`src/rtl/seq_multiplier.sv`:
```
// Sequential shift-add 8x8 multiplier, signed or unsigned.
// One multiplier bit per clock; start/ready handshake.
module seq_multiplier #(
  parameter bit SIGNED = 1'b1
) (
  input  logic        clk,
  input  logic        rst_n,
  input  logic        start,
  input  logic [7:0]  multiplicand,
  input  logic [7:0]  multiplier,
  output logic [15:0] product,
  output logic        ready,
  output logic        done
);

  typedef enum logic [1:0] {
    IDLE = 2'd0,
    RUN  = 2'd1,
    SIGN = 2'd2,
    DONE = 2'd3
  } state_t;

  state_t      state;
  state_t      state_nx;
  logic [15:0] mcand;
  logic [7:0]  mplier;
  logic [15:0] acc;
  logic [3:0]  cnt;
  logic        neg;
  logic        accept;
  logic [7:0]  mag_a;
  logic [7:0]  mag_b;

  assign ready  = (state == IDLE) || (state == DONE);
  assign accept = ready && start;

  // Operand magnitudes; 0x80 maps to 128 in 8 unsigned bits.
  always_comb begin
    mag_a = multiplicand;
    mag_b = multiplier;
    if (SIGNED && multiplicand[7]) mag_a = ~multiplicand + 8'd1;
    if (SIGNED && multiplier[7])   mag_b = ~multiplier + 8'd1;
  end

  // State register.
  always_ff @(posedge clk or negedge rst_n) begin
    if (!rst_n) state <= IDLE;
    else        state <= state_nx;
  end

  // Next-state logic.
  always_comb begin
    state_nx = state;
    unique case (state)
      IDLE:    if (start) state_nx = RUN;
      RUN:     if (cnt == 4'd1) state_nx = SIGN;
      SIGN:    state_nx = DONE;
      DONE:    if (start) state_nx = RUN;
      default: state_nx = IDLE;
    endcase
  end

  // Datapath: load, shift-add iterations, sign fix-up.
  always_ff @(posedge clk or negedge rst_n) begin
    if (!rst_n) begin
      mcand   <= '0;
      mplier  <= '0;
      acc     <= '0;
      cnt     <= '0;
      neg     <= 1'b0;
      product <= '0;
      done    <= 1'b0;
    end else begin
      done <= 1'b0;
      if (accept) begin
        mcand  <= {8'd0, mag_a};
        mplier <= mag_b;
        acc    <= '0;
        cnt    <= 4'd8;
        neg    <= SIGNED ? (multiplicand[7] ^ multiplier[7]) : 1'b0;
      end else if (state == RUN) begin
        if (mplier[0]) acc <= acc + mcand;
        mcand  <= mcand << 1;
        mplier <= mplier >> 1;
        cnt    <= cnt - 4'd1;
      end else if (state == SIGN) begin
        product <= neg ? (~acc + 16'd1) : acc;
        done    <= 1'b1;
      end
    end
  end

endmodule

```
`config.mk`:
```
export PLATFORM = sky130hd
export DESIGN_NAME = seq_multiplier
export DESIGN_NICKNAME = d
export VERILOG_FILES = /design/src/rtl/seq_multiplier.sv
export SDC_FILE = /design/constraint.sdc
export NUM_CORES = 1
export LEC_CHECK = 0
export BUFFER_PORTS_ARGS = -buffer_cell sky130_fd_sc_hd__buf_2
export CORE_ASPECT_RATIO = 1.25
export CORE_UTILIZATION = 42
export DETAILED_ROUTE_END_ITERATION = 10
export GPL_ROUTABILITY_DRIVEN = 0
export PLACE_DENSITY = 0.7
export SETUP_SLACK_MARGIN = 0.3
export SLEW_MARGIN = 10
export SYNTH_ARGS = -nofsm -noshare
export SYNTH_HDL_FRONTEND = slang
export SYNTH_SLANG_ARGS = --single-unit
```
`constraint.sdc`:
```
create_clock -name clk -period 4.83 [get_ports clk]
set_clock_uncertainty 0.15 [all_clocks]
set_input_delay 0.7245 -clock clk [delete_from_list [all_inputs] [get_ports clk]]
set_output_delay 0.7245 -clock clk [all_outputs]
set_load 0.05 [all_outputs]
```
; Word level (Yosys, flattened, before mapping)
; Cells that the tools add are included.
[word_totals]
regBits = 64
latch_bits = 0
ramBits = 0
mem_bits_ro = 0
input_bits = 19
out_inout_bits = 18
elab_cells = 52
n_memories = 0
[op_classes]
n_addsub = 5
multipliers = 0
div_mod_pow = 0
n_lt_le_gt_ge = 0
n_eq_ne = 6
shift = 0
n_mux = 18
bitwise = 6
n_reduce_logical = 9
[ops]
columns = cell, count
row1 = $mux 16, 6
row2 = $mux 8, 4
row3 = $add 16x1->16 const B, 1
row4 = $add 16x16->16, 1
row5 = $add 8x1->8 const B, 2
row6 = $not 16->16, 1
row7 = $not 8->8, 2
row8 = $mux 4, 2
row9 = $pmux 2 s3, 1
row10 = $eq 2x2->1 const B, 2
row11 = $eq 4x1->1 const B, 1
row12 = $mux 2, 2
row13 = $reduce_and 2->1, 2
row14 = $reduce_bool 2->1, 2
row15 = $sub 4x1->4 const B, 1
row16 = $mux 1, 3
row17 = $reduce_and 3->1, 1
row18 = $eq 2x1->1 const B, 1
row19 = $logic_not 2->1, 1
row20 = $ne 2x1->1 const B, 1
row21 = $ne 2x2->1 const B, 1
row22 = $not 1->1, 2
row23 = $reduce_or 2->1, 1
row24 = $logic_and 1x1->1, 1
row25 = 2 further kinds, 2

; Logic depth before layout (Yosys ltp)
[depth]
word_depth = 5
depth_mapped = 9
depth_no_buf = 8

; Least setup slack after synthesis
; Ideal clock, no wire load.
[synth_path]
path_type = flip-flop to flip-flop
start = register acc[0]
end = register acc[10]
setup_ps = 122
arrival_time_ps = 2115
required_time_ps = 4558
path_slack_ps = 2443
path_stages_with_launch = 9
path_buffers = 0
period_less_slack_ps = 2387
cell_sequence = dfrtp_1 -> ha_1 -> fa_1 -> a21oi_1 -> o21ai_0 -> a21oi_1 -> o31ai_1 -> or3_1 -> o2111a_1
[synth_between]
elab_chain_cells = 4
[synth_lines]
columns = element, line
row1 = start: declaration, 27  ; logic [15:0] acc;
row2 = start signal: assignment, 82  ; if (mplier[0]) acc <= acc + mcand;
row3 = $add 16x16->16, 82
row4 = $mux 16, 82
row5 = $mux 16, 81  ; end else if (state == RUN) begin
row6 = $mux 16, 75  ; if (accept) begin
; No other way between the ends. The select of a mux whose other input is x is not followed.
; A chain may end at the register's enable or synchronous reset.

; Worst setup path in the final report
[layout_path]
start = register acc[6]
end = register acc[15]
; Same word-level chain as after synthesis.

==> metrics <==
status=complete, no violations; hold_buf cts=0; P_leak=2.13 nW; Avg Inst Size Synth=9.27 um^2; First DRT Iteration DRCs=194; htree depth=3; DPL Wire Length=5740 um; number of cell rows=39; Final setup viols=0; prevailing post-synth register cell=dfrtp_1; drt via density=5.33; grt ovf=0; layout cells sized above 1=0.141; register bit total from synthesis=64; minimum clock period=2.71 ns; core area=0.00908 mm^2; initial antenna violation count=0; crit path cell chain=ha_1 > nand2_1 > a2111oi_1 > o2111ai_1 > and4_1 > o21ai_0 > o31ai_1; vias post-DR=3,106; post-CTS sizing=0; # fillers=893; worst skew pair latency=0.33 ns; CP top delay family=compound AO/OA/AOI/OAI gates; PortBufs=36; Die Y=110 um; Pwr Density=695 mW/mm^2; Syn Std Cell Area=0.00391 mm^2; DR pass1 iterations=4; initial core utilization=0.431; layout net count=498; final core occ=0.497; most common cell after layout, fill and taps aside=dfrtp_1; top cells by area, synth=dfrtp_1, ha_1, mux2i_1; sequential fraction of the synthesis area=0.410; kind of critical path=reg -> reg; setup TNS=0 ns; fin crit share=0.560; CTS buffer count=9; RSZ-0062 raised after global routing=false; Layout area overhead=15.3%; Post-synth EDFFs=0; Arr. time, crit path=2.76 ns; post-synth top area cell=dfrtp_1; Worst setup SP type=flop; antenna-violating nets left=0; fin. max-slew vios=0; vias in the first global route=2,943; GRT Util Overall=0.180; Synthesis Warnings=0; CTS Root Buffer Type=clkbuf_16; largest net degree at the start of global routing=65; hold path depth=1; Worst EP required=4.88 ns; MaxCap Viol Count=0; worst-path maximum fanout=7; clock sink count=64; Cells after Synth=422; R2R cell count=7; DRC=0; Setup Fix Bufs, Post-CTS=0; post-synthesis async set-or-reset flop share=1.00; WP depth=7; maximum clock path buffer count=2; Tightest Hold Check Type=reg -> reg; Synth top area share=0.410; max_slew headroom=0.467; first-pass GRT wire length=13,600 um; die area=0.00970 mm^2; Worst path max stage delay=0.72 ns; final WL=7950 um; Slew @ Worst Pin=0.798 ns; FMAX=0.370 GHz; Slowest-stage cell, CP=a2111oi_1; WL/cell=13.6 um; Distinct cells, synth=51; Buf+Inv Stages, Crit Path=0; final-report hold violation count=0; most frequent cells in the layout=dfrtp_1, nand2_1, nor2_1; clk slew on worst S/H paths=0.05 ns; CTS tree=built; Inserted Diodes=0; Setup crit end kind=flop; IR drop worst, VDD=255 uV; Post-Syn Nets=465; Boundary Pins=37; Die Width=88.3 um
registers in the layout (all words and copies together) (netlist names):
signal and count:
acc 16, mcand 16, product 16, mplier 8, cnt 4, state 2
done 1, neg 1
final cells by class:
| class | count | area (um^2) | share of cell area |
|---|---|---|---|
| multi-input combinational | 325 | 2180 | 0.485 |
| sequential | 64 | 1600 | 0.355 |
| clock buffer | 13 | 260 | 0.0577 |
| timing repair buffer | 40 | 210 | 0.0466 |
| tap | 123 | 154 | 0.0341 |
| inverter | 15 | 56.3 | 0.0125 |
| clock inverter | 3 | 40.0 | 0.00888 |
synth_stat cells (all sizes together), types with 9 or more instances:
| cell | count |
|---|---|
| nand2 | 59 |
| inv | 15 |
| nor2 | 38 |
| o31ai | 10 |
| a21oi | 32 |
| ha | 23 |
| xor2 | 15 |
| xnor2 | 20 |
| clkbuf | 11 |
| o21ai | 30 |
| nand3 | 9 |
| dfrtp | 64 |
| mux2i | 24 |
routing by layer:
| layer | vias to the layer above | GRT usage | wire (um) | share of wire |
|---|---|---|---|---|
| met5 | - | 0 | 0 | 0 |
| met4 | 0 | 0.0864 | 217 | 0.027 |
| met3 | 22 | 0.0413 | 402 | 0.051 |
| met2 | 93 | 0.303 | 3920 | 0.49 |
| met1 | 1435 | 0.216 | 3420 | 0.43 |
| li1 | 1556 | - | - | - |
cells by family after synthesis:
family / Yosys count / share of synthesized area
simple gates: 135 / 0.158
compound gates: 100 / 0.162
flops: 64 / 0.410
xor+xnor: 35 / 0.0784
buf+inv: 33 / 0.0317
mux: 31 / 0.0816
fa+ha+maj: 24 / 0.0787
worst register-to-register path, cell delays in order (launching register included):
cell and delay (ns):
dfrtp_1 0.45, ha_1 0.41, nand2_1 0.14, a2111oi_1 0.72, o2111ai_1 0.24, and4_1 0.25, o21ai_0 0.15, o31ai_1 0.09
per-stage QoR:
stage | area (um^2) | instances | hold WS, ns | setup slack (ns) | total power, mW
2_1_floorplan | 3910 | 422 | 0.279 | 2.44 | 2.17
3_3_place_gp | 4210 | 567 | 0.337 | 2.19 | 2.46
3_5_place_dp | 4210 | 567 | 0.345 | 2.14 | 2.50
4_1_cts | 4510 | 583 | 0.357 | 2.12 | 3.15
5_1_grt | 4510 | 583 | 0.370 | 1.91 | 3.37
6_report | 4510 | 583 | 0.351 | 2.12 | 3.13
worst paths after layout:
path,start,to,slack [ns]
setup / recovery,acc[6],acc[15],2.12
min in group asynchronous,rst_n,product[12],0.41
hold / removal,product[0],product[0],0.35
setup reg to reg,acc[6],acc[15],2.12
max in group asynchronous,rst_n,mcand[9],3.58
hold reg to reg,product[0],product[0],0.35
where the power goes:
group	switching [mW]	total (mW)	leakage [nW]	internal (mW)
Combinational	0.971	1.55	1.17	0.579
Sequential	0.196	0.941	0.816	0.745
Clock	0.215	0.640	0.150	0.425
Total	1.38	3.13	2.13	1.75
Note: power is estimated with default switching activity, not from simulation.
